==> src/rtl/fifo_word_packer_if.sv <==
`default_nettype none
// ============================================================================
// Module      : fifo_word_packer_if
// Description : Upstream deq, downstream enq, flush and status bundle for the
//               32->64 bit word packer.
// Revision    : 1.0  initial release
// ============================================================================
interface fifo_word_packer_if #(
    parameter int CNT_W = 16
);
    logic             in_first__RDY;
    logic [31:0]      in_first;
    logic             in_deq__RDY;
    logic             in_deq__ENA;
    logic             out_enq__RDY;
    logic             out_enq__ENA;
    logic [63:0]      out_enq_v;
    logic             flush__RDY;
    logic             flush__ENA;
    logic             busy;
    logic [CNT_W-1:0] pair_count;

    // Environment side: supplies upstream data, downstream ready and flush.
    modport master (
        output in_first__RDY, in_first, in_deq__RDY, out_enq__RDY, flush__ENA,
        input  in_deq__ENA, out_enq__ENA, out_enq_v, flush__RDY, busy, pair_count
    );

    // Packer side.
    modport slave (
        input  in_first__RDY, in_first, in_deq__RDY, out_enq__RDY, flush__ENA,
        output in_deq__ENA, out_enq__ENA, out_enq_v, flush__RDY, busy, pair_count
    );
endinterface
`default_nettype wire

==> src/rtl/fifo_word_packer.sv <==
`default_nettype none
// ============================================================================
// Module      : fifo_word_packer
// Description : Drains a 32-bit FIFO stage and emits packed 64-bit words.
// Revision    : 1.0  initial release
// ============================================================================
module fifo_word_packer #(
    parameter bit          FIRST_IN_HIGH = 1'b0,
    parameter logic [31:0] PAD_VALUE     = 32'h0,
    parameter int          CNT_W         = 16
) (
    input  wire logic        CLK,
    input  wire logic        nRST,
    fifo_word_packer_if.slave bus
);
    typedef enum logic [1:0] {
        EMPTY = 2'd0,
        HALF  = 2'd1,
        FULL  = 2'd2
    } state_t;

    state_t           state;
    state_t           state_nxt;
    logic [31:0]      hold_reg;
    logic [63:0]      out_reg;
    logic [CNT_W-1:0] pair_count_reg;

    logic             take;
    logic             deq_ena;
    logic             enq_ena;
    logic             load_hold;
    logic             load_out;
    logic             cnt_inc;
    logic [31:0]      second_word;

    // a is the older word of the pair.
    function automatic logic [63:0] pack(input logic [31:0] a, input logic [31:0] b);
        return FIRST_IN_HIGH ? {a, b} : {b, a};
    endfunction

    always_ff @(posedge CLK or negedge nRST) begin
        if (!nRST) begin
            state <= EMPTY;
        end else begin
            state <= state_nxt;
        end
    end

    // Reset gates the deq strobe so upstream is never popped while held in reset.
    always_comb begin
        state_nxt   = state;
        load_hold   = 1'b0;
        load_out    = 1'b0;
        cnt_inc     = 1'b0;
        second_word = bus.in_first;
        take        = bus.in_first__RDY & bus.in_deq__RDY;
        deq_ena     = take & ~bus.flush__ENA & ((state != FULL) | bus.out_enq__RDY) & nRST;
        enq_ena     = (state == FULL) & bus.out_enq__RDY;

        case (state)
            EMPTY: begin
                if (deq_ena) begin
                    load_hold = 1'b1;
                    state_nxt = HALF;
                end
            end
            HALF: begin
                if (bus.flush__ENA) begin
                    load_out    = 1'b1;
                    second_word = PAD_VALUE;
                    state_nxt   = FULL;
                end else if (deq_ena) begin
                    load_out  = 1'b1;
                    state_nxt = FULL;
                end
            end
            FULL: begin
                if (enq_ena) begin
                    cnt_inc = 1'b1;
                    if (deq_ena) begin
                        load_hold = 1'b1;
                        state_nxt = HALF;
                    end else begin
                        state_nxt = EMPTY;
                    end
                end
            end
            default: state_nxt = EMPTY;
        endcase
    end

    always_ff @(posedge CLK or negedge nRST) begin
        if (!nRST) begin
            hold_reg       <= '0;
            out_reg        <= '0;
            pair_count_reg <= '0;
        end else begin
            if (load_hold) begin
                hold_reg <= bus.in_first;
            end
            if (load_out) begin
                out_reg <= pack(hold_reg, second_word);
            end
            if (cnt_inc) begin
                pair_count_reg <= pair_count_reg + 1'b1;
            end
        end
    end

    assign bus.in_deq__ENA  = deq_ena;
    assign bus.out_enq__ENA = enq_ena;
    assign bus.out_enq_v    = out_reg;
    assign bus.flush__RDY   = (state == HALF);
    assign bus.busy         = (state != EMPTY);
    assign bus.pair_count   = pair_count_reg;
endmodule
`default_nettype wire
==> src/flat_wrapper.sv <==
// flat-port wrapper written by rule: the top's interface ports become plain ports
module fifo_word_packer_flat 
#(
    parameter bit          FIRST_IN_HIGH = 1'b0,
    parameter logic [31:0] PAD_VALUE     = 32'h0,
    parameter int          CNT_W         = 16
)
  (CLK, nRST, bus_in_first__RDY, bus_in_first, bus_in_deq__RDY, bus_out_enq__RDY, bus_flush__ENA, bus_in_deq__ENA, bus_out_enq__ENA, bus_out_enq_v, bus_flush__RDY, bus_busy, bus_pair_count);
  fifo_word_packer_if #(.CNT_W(CNT_W)) bus_i ();
  input  wire logic CLK;
  input  wire logic nRST;
  input wire logic [$bits(bus_i.in_first__RDY)-1:0] bus_in_first__RDY;
  input wire logic [$bits(bus_i.in_first)-1:0] bus_in_first;
  input wire logic [$bits(bus_i.in_deq__RDY)-1:0] bus_in_deq__RDY;
  input wire logic [$bits(bus_i.out_enq__RDY)-1:0] bus_out_enq__RDY;
  input wire logic [$bits(bus_i.flush__ENA)-1:0] bus_flush__ENA;
  output wire logic [$bits(bus_i.in_deq__ENA)-1:0] bus_in_deq__ENA;
  output wire logic [$bits(bus_i.out_enq__ENA)-1:0] bus_out_enq__ENA;
  output wire logic [$bits(bus_i.out_enq_v)-1:0] bus_out_enq_v;
  output wire logic [$bits(bus_i.flush__RDY)-1:0] bus_flush__RDY;
  output wire logic [$bits(bus_i.busy)-1:0] bus_busy;
  output wire logic [$bits(bus_i.pair_count)-1:0] bus_pair_count;
  assign bus_i.in_first__RDY = bus_in_first__RDY;
  assign bus_i.in_first = bus_in_first;
  assign bus_i.in_deq__RDY = bus_in_deq__RDY;
  assign bus_i.out_enq__RDY = bus_out_enq__RDY;
  assign bus_i.flush__ENA = bus_flush__ENA;
  assign bus_in_deq__ENA = bus_i.in_deq__ENA;
  assign bus_out_enq__ENA = bus_i.out_enq__ENA;
  assign bus_out_enq_v = bus_i.out_enq_v;
  assign bus_flush__RDY = bus_i.flush__RDY;
  assign bus_busy = bus_i.busy;
  assign bus_pair_count = bus_i.pair_count;
  fifo_word_packer #(.FIRST_IN_HIGH(FIRST_IN_HIGH), .PAD_VALUE(PAD_VALUE), .CNT_W(CNT_W)) u_core (.CLK(CLK), .nRST(nRST), .bus(bus_i));
endmodule
==> config.mk <==
export PLATFORM = sky130hd
export DESIGN_NAME = fifo_word_packer_flat
export DESIGN_NICKNAME = d
export VERILOG_FILES = /design/src/rtl/fifo_word_packer_if.sv /design/src/rtl/fifo_word_packer.sv /design/src/flat_wrapper.sv
export SDC_FILE = /design/constraint.sdc
export NUM_CORES = 1
export LEC_CHECK = 0
export BUFFER_PORTS_ARGS = -buffer_cell sky130_fd_sc_hd__buf_4
export CORE_MARGIN = 2
export CORE_UTILIZATION = 40
export CTS_BUF_LIST = sky130_fd_sc_hd__clkbuf_4
export DETAILED_ROUTE_END_ITERATION = 10
export SYNTH_ARGS = -nofsm -noshare
export SYNTH_HDL_FRONTEND = slang
export SYNTH_SLANG_ARGS = --single-unit
==> constraint.sdc <==
create_clock -name CLK -period 1.8 [get_ports CLK]
set_clock_uncertainty 0.05 [all_clocks]
set_input_delay 0.18 -clock CLK [delete_from_list [all_inputs] [get_ports CLK]]
set_output_delay 0.18 -clock CLK [all_outputs]
set_load 0.005 [all_outputs]
==> impl_metrics.py, run 1 <==
metrics = {
    "hold_path": {
        "min_path_type": "input pin to register",
    },
    "logic_synthesis": {
        "ys_seq_area_share_pct": 65.52,
        "synth_edf_count": 0,
        "yosys_register_bits": 114,
        "netlist_instances": 280,
        "mappedNetlistNets": 319,
        "ys.warnings.count": 0,
        "syn_area_per_cell_um2": 15.55,
        "async_reset_ff_share_pct": 100.0,
        "synth-main-ff-cell": "dfrtp_1",
        "syn_area_mm2": 0.004354,
        "yosysUniqueCellTypes": 28,
    },
    "power": {
        "power.total_mw": 7.313,
        "leakage_nw": 3.060,
        "vdd_drop_max_mv": 0.5212,
        "power_density_mw_per_mm2": 1185,
    },
    "cells_and_area": {
        "ff_latch_area_mm2": 0.002854,
        "layout-drive-gt1-share_pct": 50.86,
        "layout.nets": 492,
        "n_fill_cell": 940,
        "fin_cells": 606,
        "diodes": 0,
        "syn2layout_area_growth_pct": 41.70,
        "fin_util_pct": 57.42,
        "largest_reg_flops": 64,
        "multi_input_area_mm2": 0.001404,
    },
    "timing": {
        "finalSetupViolCount": 0,
        "tns_ns": 0,
        "rsz0062_at_grt": "no",
        "timing.final.ws_setup_ns": 0.1123,
        "fin_crit_sh_pct": 93.76,
        "hold_viol": 0,
        "period_minus_slack_ns": 1.688,
        "tightest_slew_ns": 0.6511,
        "slew_viol_final": 0,
        "slew_headroom_pct": 56.59,
        "max_clock_freq_mhz": 592.5,
    },
    "critical_path": {
        "endpoint_kind": "register",
        "crit_required_ns": 2.13,
        "crit_arrival_ns": 2.02,
        "cp_cell_sequence": "dlygate4sd3_1 > buf_4 > nand3_1 > or2_4 > nor3_4 > buf_4 > mux2_2",
        "crit_family": "buffers and inverters",
        "start_kind": "input pin",
        "critPathMostFrequentCell": "buf_4",
        "worst-path-max-fanout": 13,
        "cpPeakStageDelay_ns": 0.52,
        "worst_path_max_delay_cell": "dlygate4sd3_1",
        "crit_type": "input pin to register",
        "crit_buf_inv": 3,
    },
    "detailed_routing": {
        "viasPerCell": 4.800,
        "wire_per_inst_um": 15.89,
        "drt_iter0_drc": 131,
        "first_pass_iters": 4,
        "drtAntennaViolNets": 0,
        "via_count": 2909,
        "totalWireLength_mm": 9.629,
        "drc_errors": 0,
    },
    "clock_tree": {
        "numCtsBuffers": 17,
        "cts_num_sinks": 114,
        "clk_pin_slew_ns": 0.10,
        "postCtsSetupBuffers": 0,
        "cts_buffer_depth": 2,
        "htreeDepth": 4,
        "tritoncts": "built",
        "root_buffer": "clkbuf_4",
        "worstSkewPairLatency_ns": 0.49,
    },
    "global_routing": {
        "gr-total-overflow": 0,
        "grt_pass1_vias": 3092,
        "track_usage_pct": 17.65,
        "antenna_found_initial": 0,
        "grt_pass1_wl_mm": 15.72,
        "grt_max_degree": 115,
    },
    "status": {
        "status": "finished clean",
    },
    "floorplanning": {
        "die_h_um": 108.3,
        "die_width_um": 108.3,
        "dieArea_mm2": 0.01174,
        "core-area_mm2": 0.01075,
        "num_io_pins": 122,
        "initial_utilization_pct": 40.52,
        "rows": 38,
    },
    "run": {
        "max_cap_viol_count": 0,
    },
    "placed_design": {
        "hpwl_mm": 6.230,
        "port_buffers": 121,
        "routabilityCongestion": 0.7430,
        "dp_slack_ns": 0.1439,
        "place_inst": 539,
    },
}
[power breakdown]
group / internal, mW / leakage [nW] / total, mW / switching [mW]
clock network: 1.12 / 0.173 / 2.18 / 1.05
logic: 1.08 / 1.42 / 1.61 / 0.525
registers: 3.17 / 1.47 / 3.53 / 0.356
[per-layer routing]
layer  GRT usage (%)  up-vias  part of all wire, %
met4           5.037        0                 0.53
met3           7.354        6                  7.5
met1           23.30     1458                   45
li1                -     1349                    -
met2           26.86       96                   47
met5               0        -                    0
[stage by stage]
| stage | hold slack [ns] | area [um^2] |
|---|---|---|
| floorplan | -0.1656 | 4354 |
| global placement | 0.3121 | 5477 |
| detailed placement | 0.3192 | 5477 |
| CTS | 0.006770 | 6161 |
| global route | 0.05104 | 6170 |
| finish | 0.05716 | 6170 |
[worst paths after layout]
check	endpoint	start	cells past startpoint	slack, ns
setup reg to reg	u_core.bus.pair_count[9]	u_core.state[0]	4	0.19
max in group asynchronous	u_core.state[0]	nRST	3	0.90
hold / removal	u_core.state[0]	bus_in_deq__RDY	4	0.06
hold reg to reg	u_core.hold_reg[26]	u_core.hold_reg[26]	1	0.44
min in group asynchronous	u_core.bus.out_enq_v[13]	nRST	3	0.22
setup / recovery	u_core.hold_reg[14]	nRST	7	0.11
[what timing repair did]
item | 4_1_cts | 5_1_grt
hold buffers | 35 | 0
hold endpoints to repair | 181 | 0
gates resized for setup | 0 | 3
setup endpoints to repair | 0 | 2
[cell usage in the layout (no fill, tap or decap), types with 6 or more instances in the layout]
cell type,count
buf_4,128
dfrtp_1,113
mux2_2,62
dlygate4sd3_1,35
a22o_1,32
clkbuf_4,17
xnor2_1,11
nand2_1,8
nand3_1,6
[cells in the mapped netlist (3+ instances only)]
cell type | number | area [um^2]
dfrtp_1 | 114 | 2853
buf_2 | 7 | 35.03
nand2_1 | 9 | 33.78
xor2_1 | 4 | 35.03
xnor2_1 | 11 | 96.34
nor2_1 | 4 | 15.01
mux2_2 | 62 | 698.2
a22o_1 | 32 | 280.3
nand3_1 | 6 | 30.03
buf_6 | 5 | 56.30
inv_1 | 3 | 11.26
[worst reg2reg max path: cells and delay by family (launching register included)]
kind,cells,cell delay (ns)
and+or+nand+nor,3,0.87
xor gates and xnor gates,1,0.16
DFF,1,0.47
[cells by family (layout without fill, tap and decap cells)]
kind of cell,Yosys count,after routing,synth area share (%)
multiplexers,64,64,16.55
adder cells (fa/ha/maj),1,1,0.2873
buffers and inverters,16,202,2.529
AND/OR/NAND/NOR,37,37,5.489
flip-flops,114,114,65.52
AO/OA/AOI/OAI,33,33,6.609
XOR/XNOR,15,15,3.017
[layout make-up]
| class | count | area share, % |
|---|---|---|
| inverter | 3 | 0.1825 |
| clock inverter | 15 | 3.346 |
| clock buffer | 17 | 2.069 |
| timing repair buffer | 167 | 22.55 |
| sequential | 114 | 46.26 |
| tap | 140 | 2.839 |
| multi-input combinational | 150 | 22.75 |
Note: power is estimated with default switching activity, not from simulation.
==> inputs of run 2 (changes only) <==
--- a/config.mk
+++ b/config.mk
@@ -5,7 +5,7 @@
 export SDC_FILE = /design/constraint.sdc
 export NUM_CORES = 1
 export LEC_CHECK = 0
-export BUFFER_PORTS_ARGS = -buffer_cell sky130_fd_sc_hd__buf_4
+export BUFFER_PORTS_ARGS = -buffer_cell sky130_fd_sc_hd__buf_2
 export CORE_MARGIN = 2
 export CORE_UTILIZATION = 40
 export CTS_BUF_LIST = sky130_fd_sc_hd__clkbuf_4
==> run 2 against run 1 <==
Setup slack gained 0.013 ns. Design area shrank 4.8%. Via count grew 1.5%. Global-route usage shrank 0.96 points. Sequential share of layout area grew 2.3 points. Count of clock-buffer cells in the layout grew 1. Total power shrank 1.1%. Combinational power shrank 16%. Die area is the same. Largest cell class unchanged.
==> impl_metrics.py, run 2 (synthesis results as in run 1) <==
metrics = {
    "clock_tree": {
        "tritoncts": "built",
        "cts_num_sinks": 114,
        "htreeDepth": 4,
        "clk_pin_slew_ns": 0.09,
        "numCtsBuffers": 17,
        "root_buffer": "clkbuf_4",
        "postCtsSetupBuffers": 0,
        "cts_buffer_depth": 2,
        "worstSkewPairLatency_ns": 0.51,
    },
    "floorplanning": {
        "rows": 38,
        "core-area_mm2": 0.01075,
        "initial_utilization_pct": 40.52,
        "num_io_pins": 122,
        "dieArea_mm2": 0.01174,
        "die_width_um": 108.3,
        "die_h_um": 108.3,
    },
    "placed_design": {
        "port_buffers": 121,
        "place_area_mm2": 0.005149,
        "dp_slack_ns": 0.1505,
        "hpwl_mm": 6.034,
        "routabilityCongestion": 0.7323,
        "place_inst": 537,
    },
    "status": {
        "status": "finished clean",
    },
    "critical_path": {
        "crit_buf_inv": 3,
        "worst_path_max_delay_cell": "dlygate4sd3_1",
        "endpoint_kind": "output port",
        "rr_worst_depth": 5,
        "worst-path-max-fanout": 3,
        "crit_arrival_ns": 1.44,
        "cp_cell_sequence": "dlygate4sd3_1 > buf_4 > nand3_1 > or2_4 > nor2_1 > buf_2",
        "crit_family": "buffers and inverters",
        "crit_required_ns": 1.57,
        "start_kind": "input pin",
        "crit_type": "input pin to output port",
        "cpPeakStageDelay_ns": 0.52,
        "cp.depth": 6,
    },
    "timing": {
        "hold_viol": 0,
        "rsz0062_at_grt": "no",
        "timing.final.ws_setup_ns": 0.1251,
        "tightest_slew_ns": 0.5946,
        "period_minus_slack_ns": 1.675,
        "finalSetupViolCount": 0,
        "tns_ns": 0,
        "max_clock_freq_mhz": 597.1,
        "slew_viol_final": 0,
        "fin_crit_sh_pct": 93.05,
        "slew_headroom_pct": 60.36,
    },
    "detailed_routing": {
        "totalWireLength_mm": 9.273,
        "viasPerCell": 4.891,
        "first_pass_iters": 4,
        "drtAntennaViolNets": 0,
        "drt_iter0_drc": 106,
        "wire_per_inst_um": 15.35,
        "drc_errors": 0,
        "via_count": 2954,
    },
    "global_routing": {
        "gr-total-overflow": 0,
        "grt_pass1_wl_mm": 14.52,
        "grt_pass1_vias": 2906,
        "antenna_found_initial": 0,
        "track_usage_pct": 16.69,
        "grt_max_degree": 115,
    },
    "cells_and_area": {
        "layout.nets": 490,
        "final_cell_mix": "buf_2, dfrtp_1, mux2_2",
        "largest_reg_flops": 64,
        "syn2layout_area_growth_pct": 34.86,
        "diodes": 0,
        "layout-drive-gt1-share_pct": 50.43,
        "final_common_cell": "buf_2",
        "design_area_mm2": 0.005872,
        "fin_cells": 604,
    },
    "hold_path": {
        "min_path_type": "input pin to register",
        "holdPathStages": 4,
    },
    "power": {
        "cellInternalPower_mw": 5.401,
        "pwr-share-comb_pct": 18.7,
        "power_density_mw_per_mm2": 1232,
        "leakage_nw": 3.002,
        "clockPowerShare_pct": 33.0,
        "switchingPower_mw": 1.835,
        "vdd_drop_max_mv": 0.5376,
        "seqPwrFrac_pct": 48.3,
        "power.total_mw": 7.236,
        "netSwitchingFraction_pct": 25.35,
    },
    "run": {
        "max_cap_viol_count": 0,
    },
}
-- run 2: through the flow --
step | utilization (%) | hold WS, ns
2_1_floorplan | - | -0.1656
3_3_place_gp | 47.92 | 0.3124
3_5_place_dp | 47.92 | 0.3268
4_1_cts | 54.63 | 0.02092
5_1_grt | 54.65 | 0.04315
6_report | 54.65 | 0.06724
-- run 2: per-layer routing --
metal  GRT usage (%)  share of wire, %  wire length [um]
met3           7.474               8.2               765
met1           21.43                46              4236
met2           24.75                45              4137
met4           6.685               1.4               134
met5               0                 0                 0
-- run 2: path summary, 6_finish.rpt --
path / startpoint / end / slack (ns)
max in group asynchronous: nRST / u_core.state[0] / 0.93
setup / recovery: nRST / bus_in_deq__ENA / 0.13
setup reg to reg: u_core.state[1] / u_core.bus.out_enq_v[27] / 0.17
hold / removal: bus_in_deq__RDY / u_core.state[0] / 0.07
min in group asynchronous: nRST / u_core.hold_reg[14] / 0.31
hold reg to reg: u_core.bus.pair_count[15] / u_core.bus.pair_count[15] / 0.42
-- run 2: worst register-to-register path, cell delays in order (launching register included) --
cell	delay, ns
dfrtp_1	0.45
nand2b_1	0.20
inv_1	0.09
nand2_2	0.12
buf_12	0.24
mux2_2	0.38
-- run 2: timing repair --
action,4_1_cts,5_1_grt
hold buffers,35,0
resized for setup,0,2
endpoints found under the hold margin,181,0
endpoints found under the setup margin,0,1
-- run 2: power groups by stage --
stage | Combinational, mW | Clock (mW) | Sequential (mW)
finish | 1.35 | 2.39 | 3.49
global route | 1.50 | 2.57 | 3.57
CTS | 1.38 | 2.45 | 3.50
detailed placement | 1.33 | 0 | 3.55
global placement | 1.29 | 0 | 3.53
floorplan | 0.609 | 0 | 3.54
-- run 2: layout make-up --
| class | count | area, um^2 |
|---|---|---|
| clock buffers | 18 | 135.1 |
| multi-input cells | 150 | 1396 |
| flip-flops and latches | 114 | 2854 |
| inverters | 3 | 11.26 |
| fillers | 951 | 4873 |
| well taps | 140 | 175.2 |
| repair buffers | 165 | 1064 |
| clock inverters | 14 | 236.5 |
==> inputs of run 3 (changes only) <==
--- a/config.mk
+++ b/config.mk
@@ -6,9 +6,10 @@
 export NUM_CORES = 1
 export LEC_CHECK = 0
 export BUFFER_PORTS_ARGS = -buffer_cell sky130_fd_sc_hd__buf_2
-export CORE_MARGIN = 2
+export CAP_MARGIN = 10
+export CORE_MARGIN = 1.5
 export CORE_UTILIZATION = 40
-export CTS_BUF_LIST = sky130_fd_sc_hd__clkbuf_4
+export CTS_BUF_LIST = sky130_fd_sc_hd__clkbuf_4 sky130_fd_sc_hd__clkbuf_8
 export DETAILED_ROUTE_END_ITERATION = 10
 export SYNTH_ARGS = -nofsm -noshare
 export SYNTH_HDL_FRONTEND = slang
==> run 3 against run 2 <==
Global-route usage up 0.24 points. Non-clock buffer count rose by 2. Register-to-register slack about the same. Design area up 1.3%. First-iteration DRC count rose by 14%. Critical path depth grew 2. Largest cell class unchanged. Sequential power is essentially flat. Sequential cell count unchanged. Setup slack worse by 0.066 ns. Final cell count is 0.17% lower. Combinational power about the same. Via count shrank 0.30%.
==> impl_metrics.py, run 3 (synthesis results as in run 1) <==
metrics = {
    "detailed_routing": {
        "first_pass_iters": 4,
        "totalWireLength_mm": 9.406,
        "drt_iter0_drc": 121,
        "wire_per_inst_um": 15.60,
        "drtAntennaViolNets": 0,
        "drc_errors": 0,
        "via_count": 2945,
        "viasPerCell": 4.884,
    },
    "cells_and_area": {
        "final_common_cell": "buf_2",
        "layout.nets": 492,
        "syn2layout_area_growth_pct": 36.55,
        "final_cell_mix": "buf_2, dfrtp_1, mux2_2",
        "layout-drive-gt1-share_pct": 50.54,
        "n_fill_cell": 916,
        "largest_reg_flops": 64,
    },
    "timing": {
        "tns_ns": 0,
        "hold_viol": 0,
        "tightest_slew_ns": 0.6195,
        "fin_crit_sh_pct": 96.74,
        "slew_headroom_pct": 58.70,
        "whs_ns": 0.03453,
        "finalSetupViolCount": 0,
        "period_minus_slack_ns": 1.741,
        "slew_viol_final": 0,
        "rsz0062_at_grt": "no",
        "max_clock_freq_mhz": 574.3,
    },
    "global_routing": {
        "track_usage_pct": 16.93,
        "gr-total-overflow": 0,
        "grt_pass1_wl_mm": 14.92,
        "grtUsageMet1_pct": 23.14,
        "grt_max_degree": 115,
        "grt_pass1_vias": 2881,
        "grt_use_met2_pct": 23.89,
        "antenna_found_initial": 3,
        "grt_use_met3_pct": 7.809,
        "grt-busiest-layer": "met2",
    },
    "clock_tree": {
        "tritoncts": "built",
        "cts_buffer_depth": 2,
        "cts_num_sinks": 114,
        "htreeDepth": 4,
        "worstSkewPairLatency_ns": 0.40,
        "root_buffer": "clkbuf_8",
        "numCtsBuffers": 17,
        "cts.repair.resized": 0,
        "clk_pin_slew_ns": 0.06,
    },
    "floorplanning": {
        "die_h_um": 107.3,
        "core-area_mm2": 0.01046,
        "die_width_um": 107.3,
        "dieArea_mm2": 0.01152,
        "num_io_pins": 122,
        "initial_utilization_pct": 41.62,
        "rows": 37,
    },
    "critical_path": {
        "rr_endpoint": "u_core.bus.out_enq_v[22]",
        "worst-path-max-fanout": 7,
        "critPathMostFrequentCell": "buf_4",
        "rr_worst_depth": 5,
        "cpPeakStageDelay_ns": 0.52,
        "endpoint_kind": "register",
        "crit-reg2reg-launch": "u_core.state[1]",
        "crit_buf_inv": 4,
        "crit_required_ns": 2.04,
        "crit_family": "buffers and inverters",
        "regToRegSetupSlack_ns": 0.18,
        "crit_arrival_ns": 1.98,
        "cp_cell_sequence": "dlygate4sd3_1 > buf_4 > nand3_1 > or2_4 > nor3_4 > buf_4 > buf_4 > mux2_2",
        "start_kind": "input pin",
        "worst_path_max_delay_cell": "dlygate4sd3_1",
        "crit_type": "input pin to register",
    },
    "power": {
        "seqPwrFrac_pct": 48.9,
        "leakage_nw": 3.055,
        "netSwitchingFraction_pct": 24.71,
        "cellInternalPower_mw": 5.404,
        "clockPowerShare_pct": 32.4,
        "pwr-share-comb_pct": 18.7,
        "switchingPower_mw": 1.773,
        "power.total_mw": 7.177,
        "power_density_mw_per_mm2": 1207,
        "vdd_drop_max_mv": 0.5993,
    },
    "status": {
        "status": "finished clean",
    },
    "hold_path": {
        "hp-start": "bus_flush__ENA",
        "min_path_type": "input pin to register",
        "holdPathStages": 3,
        "min_to": "u_core.state[0]",
    },
    "placed_design": {
        "routabilityCongestion": 0.7320,
        "port_buffers": 121,
        "hpwl_mm": 5.931,
    },
    "run": {
        "max_cap_viol_count": 0,
    },
}
==> run 3: cell types whose count changed in the layout (fill, tap and decap cells not counted), sizes merged <==
cell	before	now
diode	0	2
clkinvlp	5	0
dlygate4sd3	35	33
bufinv	6	1
clkbuf	18	28
buf	130	133
==> run 3: worst reg2reg max path, cell delays in order, from the launching register on <==
cell and delay (ns):
dfrtp_1 0.43, nand2b_1 0.22, inv_1 0.09, nand2_2 0.11, buf_4 0.25, mux2_2 0.37
==> run 3: layout make-up <==
| type | count | area (um^2) | share of cell area [%] |
|---|---|---|---|
| clock buffer | 27 | 352.8 | 5.934 |
| inverter | 3 | 11.26 | 0.1894 |
| tap | 136 | 170.2 | 2.862 |
| multi-input combinational | 150 | 1401 | 23.57 |
| clock inverter | 4 | 45.04 | 0.7576 |
| sequential | 114 | 2853 | 47.98 |
| timing repair buffer | 167 | 1107 | 18.62 |
| antenna | 2 | 5.005 | 0.08418 |
==> run 3: per-layer routing <==
metal  vias to the layer above  wire length (um)
li1                       1350                 -
met1                      1485              4333
met2                        97              4219
met3                         9               774
met4                         4                59
met5                         -                20
==> run 3: worst max-delay path by stage <==
stage / slack, ns / start / to / depth (start not counted)
after detailed placement: 0.13 / nRST / u_core.hold_reg[31] / 6
after global placement: 0.15 / nRST / u_core.hold_reg[15] / 6
after floorplan: 0.31 / u_core.state[1] / u_core.hold_reg[10] / 4
final: 0.06 / nRST / u_core.hold_reg[22] / 8
after CTS: 0.03 / nRST / u_core.hold_reg[19] / 7
after global routing: 0.03 / nRST / u_core.bus.out_enq_v[24] / 7
==> run 3: stage by stage <==
step / setup WS, ns / utilization (%) / area [um^2] / instances
6_report: 0.05874 / 56.83 / 5946 / 603
2_1_floorplan: 0.3106 / - / 4354 / 280
4_1_cts: 0.02564 / 56.29 / 5889 / 597
3_5_place_dp: 0.1321 / 49.33 / 5161 / 533
5_1_grt: 0.03429 / 56.80 / 5943 / 602
3_3_place_gp: 0.1496 / 49.33 / 5161 / 533
==> run 3: power by group through the flow <==
| stage | Sequential, mW | Combinational (mW) | Clock [mW] |
|---|---|---|---|
| 2_1_floorplan | 3.54 | 0.609 | 0 |
| 3_3_place_gp | 3.53 | 1.28 | 0 |
| 3_5_place_dp | 3.56 | 1.31 | 0 |
| 4_1_cts | 3.52 | 1.37 | 2.39 |
| 5_1_grt | 3.59 | 1.50 | 2.51 |
| 6_report | 3.51 | 1.34 | 2.32 |
==> run 3: what timing repair did <==
action                                  4_1_cts  5_1_grt
hold buffers                                 33        0
endpoints found under the setup margin        0       22
hold endpoints to repair                    178        0
setup buffers                                 0        2
